==> config.mk <==
export PLATFORM = sky130hd
export DESIGN_NAME = spi_slave_sequencer
export DESIGN_NICKNAME = d
export VERILOG_FILES = /design/src/rtl/spi_slave_sequencer.sv
export SDC_FILE = /design/constraint.sdc
export NUM_CORES = 1
export LEC_CHECK = 0
export ABC_AREA = 1
export ABC_CLOCK_PERIOD_IN_PS = 2100
export CORE_ASPECT_RATIO = 0.5
export CORE_MARGIN = 1
export CORE_UTILIZATION = 45
export CTS_BUF_LIST = sky130_fd_sc_hd__clkbuf_4
export CTS_CLUSTER_DIAMETER = 30
export CTS_CLUSTER_SIZE = 28
export DETAILED_ROUTE_END_ITERATION = 6
export GPL_TIMING_DRIVEN = 0
export PLACE_DENSITY = 0.69
export SLEW_MARGIN = 40
export SYNTH_ARGS = -nofsm -noshare
export SYNTH_HDL_FRONTEND = slang
export SYNTH_SLANG_ARGS = --single-unit
==> constraint.sdc <==
create_clock -name clock -period 2.1 [get_ports clock]
set_clock_uncertainty 0.1 [all_clocks]
set_input_delay 0.42 -clock clock [delete_from_list [all_inputs] [get_ports clock]]
set_output_delay 0.42 -clock clock [all_outputs]
set_load 0.01 [all_outputs]
==> src/rtl/spi_slave_sequencer.sv <==
// -----------------------------------------------------------------------------
// spi_slave_sequencer
//
// Sequences the 16-bit SPI-slave shift datapath from the system clock domain.
// Each chip-select frame starts with a command word:
//   bit 15     : 1 = burst read, 0 = burst write
//   bits 14:8  : start register address A
//   bits 7:0   : word count minus one (N = 1..256)
// Writes are issued as one reg_we strobe per received data word.
// Reads are prefetched one word ahead, and each value is handed to the
// serializer at the next word boundary.
//
// Ports
//   clock, rstb          system clock, asynchronous active-low reset
//   spi_sck, spi_csn     raw SPI clock (mode 3) and chip select (active low)
//   rx_word, rx_done     deserializer word and its word-complete level
//   tx_word, tx_next     word offered to the serializer and its load request
//   reg_addr, reg_wdata  register bank address / write data
//   reg_we, reg_re       one-cycle write / read strobes
//   reg_rdata            read data, valid one clock after reg_re
//   busy                 synchronized chip select is low
//   overrun              sticky: words arrived after the burst was exhausted
//   fsm_state            current sequencer state (debug visibility)
// -----------------------------------------------------------------------------
module spi_slave_sequencer #(
    parameter int          ADDR_W      = 7,
    parameter logic [15:0] IDLE_WORD   = 16'h5A5A,
    parameter int          SYNC_STAGES = 2
) (
    input  logic              clock,
    input  logic              rstb,
    input  logic              spi_sck,
    input  logic              spi_csn,
    input  logic [15:0]       rx_word,
    input  logic              rx_done,
    output logic [15:0]       tx_word,
    output logic              tx_next,
    output logic [ADDR_W-1:0] reg_addr,
    output logic [15:0]       reg_wdata,
    output logic              reg_we,
    output logic              reg_re,
    input  logic [15:0]       reg_rdata,
    output logic              busy,
    output logic              overrun,
    output logic [2:0]        fsm_state
);

    typedef enum logic [2:0] {
        S_IDLE  = 3'd0,
        S_CMD   = 3'd1,
        S_WRITE = 3'd2,
        S_READ  = 3'd3,
        S_DRAIN = 3'd4
    } state_t;

    state_t state;
    state_t state_next;

    // ------------------------------------------------------------------
    // Synchronizers and registered edge pulses. SCK and CSN reset to their
    // idle-high levels so that leaving reset never looks like an edge.
    // ------------------------------------------------------------------
    logic [SYNC_STAGES-1:0] sck_sh;
    logic [SYNC_STAGES-1:0] csn_sh;
    logic [SYNC_STAGES-1:0] done_sh;
    logic sck_s, csn_s, done_s;
    logic sck_d, csn_d, done_d;
    logic sck_fall, csn_fall, done_rise;

    assign sck_s  = sck_sh[SYNC_STAGES-1];
    assign csn_s  = csn_sh[SYNC_STAGES-1];
    assign done_s = done_sh[SYNC_STAGES-1];

    always_ff @(posedge clock or negedge rstb) begin
        if (!rstb) begin
            sck_sh    <= '1;
            csn_sh    <= '1;
            done_sh   <= '0;
            sck_d     <= 1'b1;
            csn_d     <= 1'b1;
            done_d    <= 1'b0;
            sck_fall  <= 1'b0;
            csn_fall  <= 1'b0;
            done_rise <= 1'b0;
        end else begin
            sck_sh    <= {sck_sh[SYNC_STAGES-2:0], spi_sck};
            csn_sh    <= {csn_sh[SYNC_STAGES-2:0], spi_csn};
            done_sh   <= {done_sh[SYNC_STAGES-2:0], rx_done};
            sck_d     <= sck_s;
            csn_d     <= csn_s;
            done_d    <= done_s;
            sck_fall  <= sck_d & ~sck_s;
            csn_fall  <= csn_d & ~csn_s;
            // A done level that is high while the frame is closed (stale at
            // frame end) must never count as a word.
            done_rise <= done_s & ~done_d & ~csn_s;
        end
    end

    // ------------------------------------------------------------------
    // Burst bookkeeping
    // ------------------------------------------------------------------
    logic [ADDR_W-1:0] base_addr;
    logic [7:0]        cnt_m1;     // count minus one, straight from the command
    logic [7:0]        idx;        // words serviced so far minus the current one
    logic [15:0]       pending;    // prefetched read data awaiting its boundary
    logic              rd_wait;    // reg_rdata is valid this clock
    logic              load_arm;   // raise tx_next on the next clock
    logic              last;

    assign last = (idx == cnt_m1);

    logic abort, do_cmd, do_write, do_load, do_idle_load, do_overrun;

    // ------------------------------------------------------------------
    // Next-state logic
    // ------------------------------------------------------------------
    always_comb begin
        state_next   = state;
        abort        = 1'b0;
        do_cmd       = 1'b0;
        do_write     = 1'b0;
        do_load      = 1'b0;
        do_idle_load = 1'b0;
        do_overrun   = 1'b0;
        if (state != S_IDLE && csn_s) begin
            // Chip select released: drop everything, no further strobes.
            abort      = 1'b1;
            state_next = S_IDLE;
        end else begin
            case (state)
                S_IDLE: begin
                    if (csn_fall) state_next = S_CMD;
                end
                S_CMD: begin
                    if (done_rise) begin
                        do_cmd       = 1'b1;
                        do_idle_load = 1'b1;   // frame word 1 is turnaround
                        state_next   = rx_word[15] ? S_READ : S_WRITE;
                    end
                end
                S_WRITE: begin
                    if (done_rise) begin
                        do_write     = 1'b1;
                        do_idle_load = 1'b1;
                        if (last) state_next = S_DRAIN;
                    end
                end
                S_READ: begin
                    if (done_rise) begin
                        do_load = 1'b1;
                        if (last) state_next = S_DRAIN;
                    end
                end
                S_DRAIN: begin
                    if (done_rise) begin
                        do_overrun   = 1'b1;
                        do_idle_load = 1'b1;
                    end
                end
                default: state_next = S_IDLE;
            endcase
        end
    end

    // ------------------------------------------------------------------
    // Serializer load handshake: tx_next is the request, the serializer's
    // SCK falling edge is the acceptance. tx_word is written one clock
    // before tx_next rises and is left alone until tx_next drops, which
    // happens on the first synchronized SCK fall seen inside the window.
    // ------------------------------------------------------------------
    always_ff @(posedge clock or negedge rstb) begin
        if (!rstb) begin
            state     <= S_IDLE;
            tx_word   <= IDLE_WORD;
            tx_next   <= 1'b1;
            reg_addr  <= '0;
            reg_wdata <= '0;
            reg_we    <= 1'b0;
            reg_re    <= 1'b0;
            overrun   <= 1'b0;
            base_addr <= '0;
            cnt_m1    <= '0;
            idx       <= '0;
            pending   <= '0;
            rd_wait   <= 1'b0;
            load_arm  <= 1'b0;
        end else begin
            state    <= state_next;
            reg_we   <= 1'b0;
            reg_re   <= 1'b0;
            rd_wait  <= reg_re;
            load_arm <= do_load | do_idle_load;

            // An aborted read still lands here; it just never gets loaded.
            if (rd_wait) pending <= reg_rdata;

            if (csn_fall)        overrun <= 1'b0;
            else if (do_overrun) overrun <= 1'b1;

            if (do_cmd) begin
                base_addr <= rx_word[8 +: ADDR_W];
                cnt_m1    <= rx_word[7:0];
                idx       <= '0;
                if (rx_word[15]) begin
                    reg_re   <= 1'b1;
                    reg_addr <= rx_word[8 +: ADDR_W];
                end
            end

            if (do_write) begin
                reg_we    <= 1'b1;
                reg_addr  <= base_addr + ADDR_W'(idx);
                reg_wdata <= rx_word;
                if (!last) idx <= idx + 8'd1;
            end

            // Load word k (data for A+k-1) and prefetch A+k unless the
            // burst is exhausted. Address wraps at ADDR_W bits.
            if (do_load) begin
                tx_word <= pending;
                if (!last) begin
                    reg_re   <= 1'b1;
                    reg_addr <= base_addr + ADDR_W'(idx + 8'd1);
                    idx      <= idx + 8'd1;
                end
            end

            if (do_idle_load || abort) tx_word <= IDLE_WORD;

            if (abort || (state == S_IDLE && csn_s) || load_arm) tx_next <= 1'b1;
            else if (sck_fall)                                   tx_next <= 1'b0;
        end
    end

    assign busy      = ~csn_s;
    assign fsm_state = state;

endmodule

==> results of run 1 <==
==> power by group through the flow <==
stage	Combinational [W]	Sequential [W]	Clock, W
6_report	0.00276	0.00303	0.00109
5_1_grt	0.00309	0.00312	0.00120
4_1_cts	0.00264	0.00302	0.00112
3_5_place_dp	0.00254	0.00304	0
3_3_place_gp	0.00250	0.00303	0
2_1_floorplan	0.00134	0.00311	0
==> how the worst min path moves through the flow <==
stage	to	depth (start not counted)
after floorplan	base_addr[0]	0
after global placement	done_sh[1]	0
after detailed placement	reg_addr[3]	1
after CTS	sck_sh[0]	1
after global routing	sck_sh[0]	1
final	sck_sh[0]	1
==> kinds of logic after synthesis <==
group / count (synthesis) / synth area share, %
xor gates and xnor gates: 14 / 2.54
AOI/OAI and AO/OA: 66 / 7.13
and+or+nand+nor: 269 / 24.2
buffers and inverters: 91 / 8.14
muxes: 8 / 1.87
DFF: 99 / 51.7
adders and majority gates: 16 / 4.46
==> critical path: stages (launching register included) <==
cell and delay, ns:
dfrtp_1 0.40, clkbuf_8 0.15, nand3_4 0.10, nor2_4 0.12
nand2_4 0.08, xor2_4 0.19, ha_4 0.24, a21oi_2 0.17
nand3_4 0.11, nand2_2 0.08, nand3_2 0.10, nor2_4 0.12
nor2_2 0.05
==> metal layers <==
metal	GRT usage, %	wire [um]	vias to the layer above
met2	35.8	5580	111
met1	28.3	5380	2003
met4	6.41	131	0
met3	5.15	608	15
met5	0	0	-
li1	-	-	2002
==> cell usage in the layout (no fill, tap or decap), types with 9 or more instances in the layout <==
master,n
a21oi_1,13
nor2_1,15
nand2_2,9
buf_4,20
nand2_1,177
dfrtp_1,80
inv_1,61
clkdlybuf4s50_1,72
clkbuf_4,11
o21ai_0,33
nand3_1,43
dfstp_2,15
xnor2_1,9
inv_2,10
==> flip-flops by register name, summed over array words and instances (netlist names), 2 cells and up <==
| name | cells |
|---|---|
| sck_sh | 2 |
| csn_sh | 2 |
| idx | 8 |
| fsm_state | 3 |
| tx_word | 16 |
| reg_addr | 7 |
| pending | 16 |
| reg_wdata | 16 |
| cnt_m1 | 8 |
| done_sh | 2 |
| base_addr | 7 |
==> timing repair <==
action | 4_1_cts | 5_1_grt
gates resized for setup | 32 | 39
pin swaps | 7 | 22
hold buffers | 1 | 0
setup endpoints to repair | 8 | 18
buffers inserted | 10 | 7
hold endpoints to repair | 40 | 0
==> cell type report <==
cell class / count / share of cell area [%]
clock inverters: 6 / 1.22
flip-flops and latches: 99 / 38.8
inverters: 72 / 4.23
clock buffers: 10 / 1.16
plain buffers: 19 / 2.17
diodes: 1 / 0.0388
well taps: 140 / 2.72
repair buffers: 102 / 15.9
multi-input cells: 373 / 33.7
==> through the flow <==
stage | setup WS [ns] | hold slack [ns] | cells | TNS (ns)
after floorplan | 0.0813 | 0.0244 | 563 | 0
after global placement | -3.30 | 0.233 | 786 | -308.64
after detailed placement | -0.308 | 0.223 | 787 | -0.494
after CTS | -0.0192 | 0.219 | 814 | -0.0192
after global routing | -0.0794 | 0.218 | 822 | -0.202
final | -0.00662 | 0.252 | 822 | -0.00662
==> flow_metrics.py, run 1 <==
metrics = {
    "status": {
        "outcome": "finished, violations left",
        "violations": "negative setup slack",
    },
    "finish": {
        "syn_to_final_growth_pct": 33.5,
        "fill_cells": 871,
        "multi_input_area_um2": 2170,
        "finalNetCount": 729,
        "final_area_um2": 6450,
        "drive_gt1_share_pct": 19.2,
        "utilization_pct": 62.5,
        "layout.area.seq_um2": 2500,
    },
    "logic_synthesis": {
        "synth.distinct_cells": 32,
        "synth-edff-count": 0,
        "synthesis.area_um2": 4830,
        "ys_seq_area_share_pct": 51.7,
        "ys_top_cells_by_count": "nand2_1, dfrtp_1, inv_1",
        "synthTopCellsByArea": "dfrtp_1, nand2_1, dfstp_2",
        "ys_ff_latch": 99,
        "syn_area_per_cell_um2": 8.57,
        "async_flop_share_pct": 100,
        "synth_flop_cell": "dfrtp_1",
        "synth_top_area_share_pct": 43.5,
        "synth_most_common_cell": "nand2_1",
        "synth_fp_nets": 616,
        "synth_area_leader_cell": "dfrtp_1",
        "postSynthCellCount": 563,
        "ys_warn_count": 0,
    },
    "worst_setup_path": {
        "crit_end": "reg_addr[6]",
        "rr_startpoint": "idx[2]",
        "cp-end-kind": "register",
        "worstPathMaxFanout": 3,
        "path_class": "reg -> reg",
        "critical_path_required_ns": 2.35,
        "r2r_slack_ns": -0.007,
        "critPathLaunch": "idx[2]",
        "reg2reg_to": "reg_addr[6]",
        "cp_data_arrival_time_ns": 2.36,
        "critPathLaunchType": "register",
        "rr_worst_depth": 12,
    },
    "sta": {
        "hold_viol": 0,
        "worst_pin_slew_ns": 0.570,
        "fmax_mhz": 475,
        "rsz0062_at_grt": "yes",
        "max_slew_margin_pct": 62.0,
        "final_max_slew_viol_count": 0,
        "period_minus_slack_ns": 2.11,
        "finalSetupViolations": 1,
        "setup_slack_ns": -0.00662,
        "finalCritPeriodShare_pct": 100,
    },
    "worst_hold_path": {
        "hold_start": "spi_sck",
        "hold_class": "in -> reg",
    },
    "power_and_ir_drop": {
        "comb_power_share_pct": 40.2,
        "ir_worst_vdd_mv": 0.517,
        "seqPwrFrac_pct": 44.0,
        "intPower_w": 0.00440,
        "powerDensity_nw_per_um2": 1070,
        "power_frac_clock_pct": 15.8,
        "total_power_w": 0.00689,
        "switching_share_pct": 36.1,
        "p_switching_w": 0.00249,
        "p_leak_nw": 3.12,
    },
    "global_routing": {
        "grt_pass1_vias": 3742,
        "antenna_found_initial": 1,
        "grt_util_all_layers_pct": 21.5,
        "grt_remaining_overflow": 0,
        "grt_first_pass_wirelength_mm": 18.2,
        "grt_max_degree": 60,
    },
    "floorplanning": {
        "dieWidth_um": 148,
        "ios": 84,
        "dieArea_um2": 11200,
        "core_area_um2": 10300,
        "start_util_pct": 46.8,
        "rows": 26,
        "die_h_um": 75.2,
    },
    "clock_tree": {
        "cts.clk_slew.worst_paths_ns": 0.16,
        "cts_buffers": 9,
        "clk-insertion-delay-late_ns": 0.45,
        "cts_buffer_depth": 2,
        "tritoncts": "yes",
        "ctsRootBufferMaster": "clkbuf_4",
        "cts_max_level": 3,
        "clock_sinks": 99,
    },
    "drt": {
        "viasPerCell": 5.03,
        "wl_mm": 11.7,
        "route.detailed.wl_per_inst_um": 14.2,
        "dr.first_iter.drc_count": 260,
        "dr.pass1.iters": 5,
        "vias": 4131,
        "drc": 0,
        "drtAntennaViolNets": 0,
    },
    "job": {
        "drv_cap": 0,
    },
    "placed_design": {
        "io_buffers": 83,
        "place_area_um2": 5870,
        "gp_congestion": 0.897,
        "dp_hpwl_mm": 8.16,
    },
}
Note: power is estimated with default switching activity, not from simulation.
==> run 2, diff against run 1 <==
--- a/config.mk
+++ b/config.mk
@@ -6,16 +6,16 @@
 export NUM_CORES = 1
 export LEC_CHECK = 0
 export ABC_AREA = 1
-export ABC_CLOCK_PERIOD_IN_PS = 2100
+export ABC_CLOCK_PERIOD_IN_PS = 2000
 export CORE_ASPECT_RATIO = 0.5
 export CORE_MARGIN = 1
-export CORE_UTILIZATION = 45
+export CORE_UTILIZATION = 55
 export CTS_BUF_LIST = sky130_fd_sc_hd__clkbuf_4
 export CTS_CLUSTER_DIAMETER = 30
 export CTS_CLUSTER_SIZE = 28
 export DETAILED_ROUTE_END_ITERATION = 6
 export GPL_TIMING_DRIVEN = 0
-export PLACE_DENSITY = 0.69
+export PLACE_DENSITY = 0.8
 export SLEW_MARGIN = 40
 export SYNTH_ARGS = -nofsm -noshare
 export SYNTH_HDL_FRONTEND = slang
==> constraint.sdc (replaced) <==
create_clock -name clock -period 2 [get_ports clock]
set_clock_uncertainty 0.1 [all_clocks]
set_input_delay 0.4 -clock clock [delete_from_list [all_inputs] [get_ports clock]]
set_output_delay 0.4 -clock clock [all_outputs]
set_load 0.01 [all_outputs]
==> run 2 against run 1 <==
The run still ends with negative setup slack left; die area fell by 18%; hold slack worse by 0.033 ns; sequential share of layout area grew 0.17 points; register-to-register slack lost 0.11 ns; count of clock-buffer cells in the layout did not move; first-iteration DRC count up 37%; largest power group unchanged.
==> flow_metrics.py, run 2 (synthesized netlist as in run 1, its figures left out) <==
metrics = {
    "sta": {
        "fmax_mhz": 472,
        "period_minus_slack_ns": 2.12,
        "worst_pin_slew_ns": 0.598,
        "hold_ws_ns": 0.219,
        "finalSetupViolations": 2,
        "hold_viol": 0,
        "final_max_slew_viol_count": 0,
        "rsz0062_at_grt": "yes",
        "setup_slack_ns": -0.118,
        "max_slew_margin_pct": 60.1,
        "finalCritPeriodShare_pct": 106,
    },
    "job": {
        "drv_cap": 0,
    },
    "finish": {
        "finalNetCount": 733,
        "antenna_cells": 0,
        "final_common_cell": "nand2_1",
        "drive_gt1_share_pct": 20.0,
        "layout_common_cells": "nand2_1, dfrtp_1, clkdlybuf4s50_1, inv_1, nand3_1",
        "syn_to_final_growth_pct": 33.0,
        "layout.area.seq_um2": 2500,
        "stdcell_count": 797,
        "fill_cells": 563,
        "utilization_pct": 77.7,
        "reg.largest.list": "pending: 16 flops, reg_wdata: 16 flops, tx_word: 16 flops",
        "multi_input_area_um2": 2190,
    },
    "clock_tree": {
        "ctsRootBufferMaster": "clkbuf_4",
        "cts_buffers": 9,
        "clock_sinks": 99,
        "cts.clk_slew.worst_paths_ns": 0.16,
        "cts_buffer_depth": 2,
        "cts_max_level": 3,
        "clk-insertion-delay-late_ns": 0.46,
        "tritoncts": "yes",
    },
    "global_routing": {
        "grt_max_degree": 51,
        "grt_util_all_layers_pct": 26.5,
        "grt_first_pass_wirelength_mm": 18.4,
        "antenna_found_initial": 0,
        "grt_pass1_vias": 3821,
        "grt_remaining_overflow": 0,
    },
    "drt": {
        "viasPerCell": 5.28,
        "wl_mm": 12.0,
        "route.detailed.wl_per_inst_um": 15.1,
        "dr.first_iter.drc_count": 357,
        "drc": 0,
        "dr.pass1.iters": 5,
        "vias": 4206,
        "drtAntennaViolNets": 0,
    },
    "worst_setup_path": {
        "path_class": "reg -> reg",
        "cp_data_arrival_time_ns": 2.40,
        "worstPathMaxFanout": 4,
        "critical_path_required_ns": 2.28,
        "cp-end-kind": "register",
        "critPathLaunchType": "register",
    },
    "placed_design": {
        "dp_hpwl_mm": 7.84,
        "gp_congestion": 0.948,
        "dp.cells": 759,
        "io_buffers": 83,
    },
    "floorplanning": {
        "ios": 84,
        "dieArea_um2": 9180,
        "rows": 23,
        "core_area_um2": 8260,
        "start_util_pct": 58.4,
        "dieWidth_um": 134,
        "die_h_um": 68.2,
    },
    "power_and_ir_drop": {
        "powerDensity_nw_per_um2": 1110,
        "ir_worst_vdd_mv": 0.496,
        "p_leak_nw": 3.11,
    },
    "status": {
        "outcome": "finished, violations left",
        "violations": "negative setup slack",
    },
    "worst_hold_path": {
        "hold_class": "in -> reg",
    },
}
[run 2: report_power, final]
group | internal [W] | switching, W | total, W
logic | 0.00144 | 0.00149 | 0.00293
clock network | 0.000308 | 0.000754 | 0.00106
registers | 0.00273 | 0.000442 | 0.00317
[run 2: critical path, stage by stage (launching register included)]
cell	delay, ns
dfrtp_2	0.48
ha_4	0.21
nand3_4	0.10
xor2_2	0.22
inv_2	0.10
ha_4	0.23
nand2_2	0.06
inv_2	0.04
nand3_2	0.05
nand3_2	0.11
nand2_2	0.10
nand3_2	0.08
nor2_2	0.11
nor2_1	0.05
[run 2: what timing repair did]
| action | CTS | global route |
|---|---|---|
| hold endpoints to repair | 44 | 0 |
| resized for setup | 35 | 32 |
| pin swaps | 5 | 18 |
| hold buffers | 1 | 0 |
| buffers inserted | 14 | 7 |
| setup endpoints to repair | 17 | 11 |
[run 2: final cells by class]
type                       count  share of cell area (%)
buffer                        19                    2.08
clock buffer                  10                    1.17
clock inverter                 6                    1.07
inverter                      72                    4.21
multi-input combinational    373                    34.1
sequential                    99                    39.0
tap                          112                    2.18
timing repair buffer         106                    16.2
[run 2: path summary, 6_finish.rpt]
kind                            from          end  slack (ns)  cells past startpoint
setup / recovery              idx[0]  reg_addr[6]       -0.12                     13
hold / removal               spi_sck    sck_sh[0]        0.22                      1
setup reg to reg              idx[0]  reg_addr[6]       -0.12                     13
hold reg to reg            csn_sh[0]    csn_sh[1]        0.27                      0
max in group asynchronous       rstb      tx_next        0.90                      3
min in group asynchronous       rstb   pending[4]        0.30                      2
[run 2: metrics by stage]
| step | worst slack, ns | power (W) | area [um^2] | setup TNS (ns) |
|---|---|---|---|---|
| final | -0.118 | 0.00716 | 6420 | -0.172 |
| after global routing | -0.181 | 0.00766 | 6420 | -0.531 |
| after CTS | -0.106 | 0.00701 | 6200 | -0.161 |
| after detailed placement | -0.281 | 0.00586 | 5830 | -0.624 |
| after global placement | -3.14 | 0.00577 | 5800 | -293.17 |
| after floorplan | 0.00322 | 0.00467 | 4830 | 0 |
[run 2: routing by layer]
metal,global-route usage (%),wire length [um],vias to the layer above
li1,-,-,2011
met1,33.8,5180,1981
met2,44.8,5700,182
met3,7.11,884,32
met4,8.57,278,0
met5,0,0,-
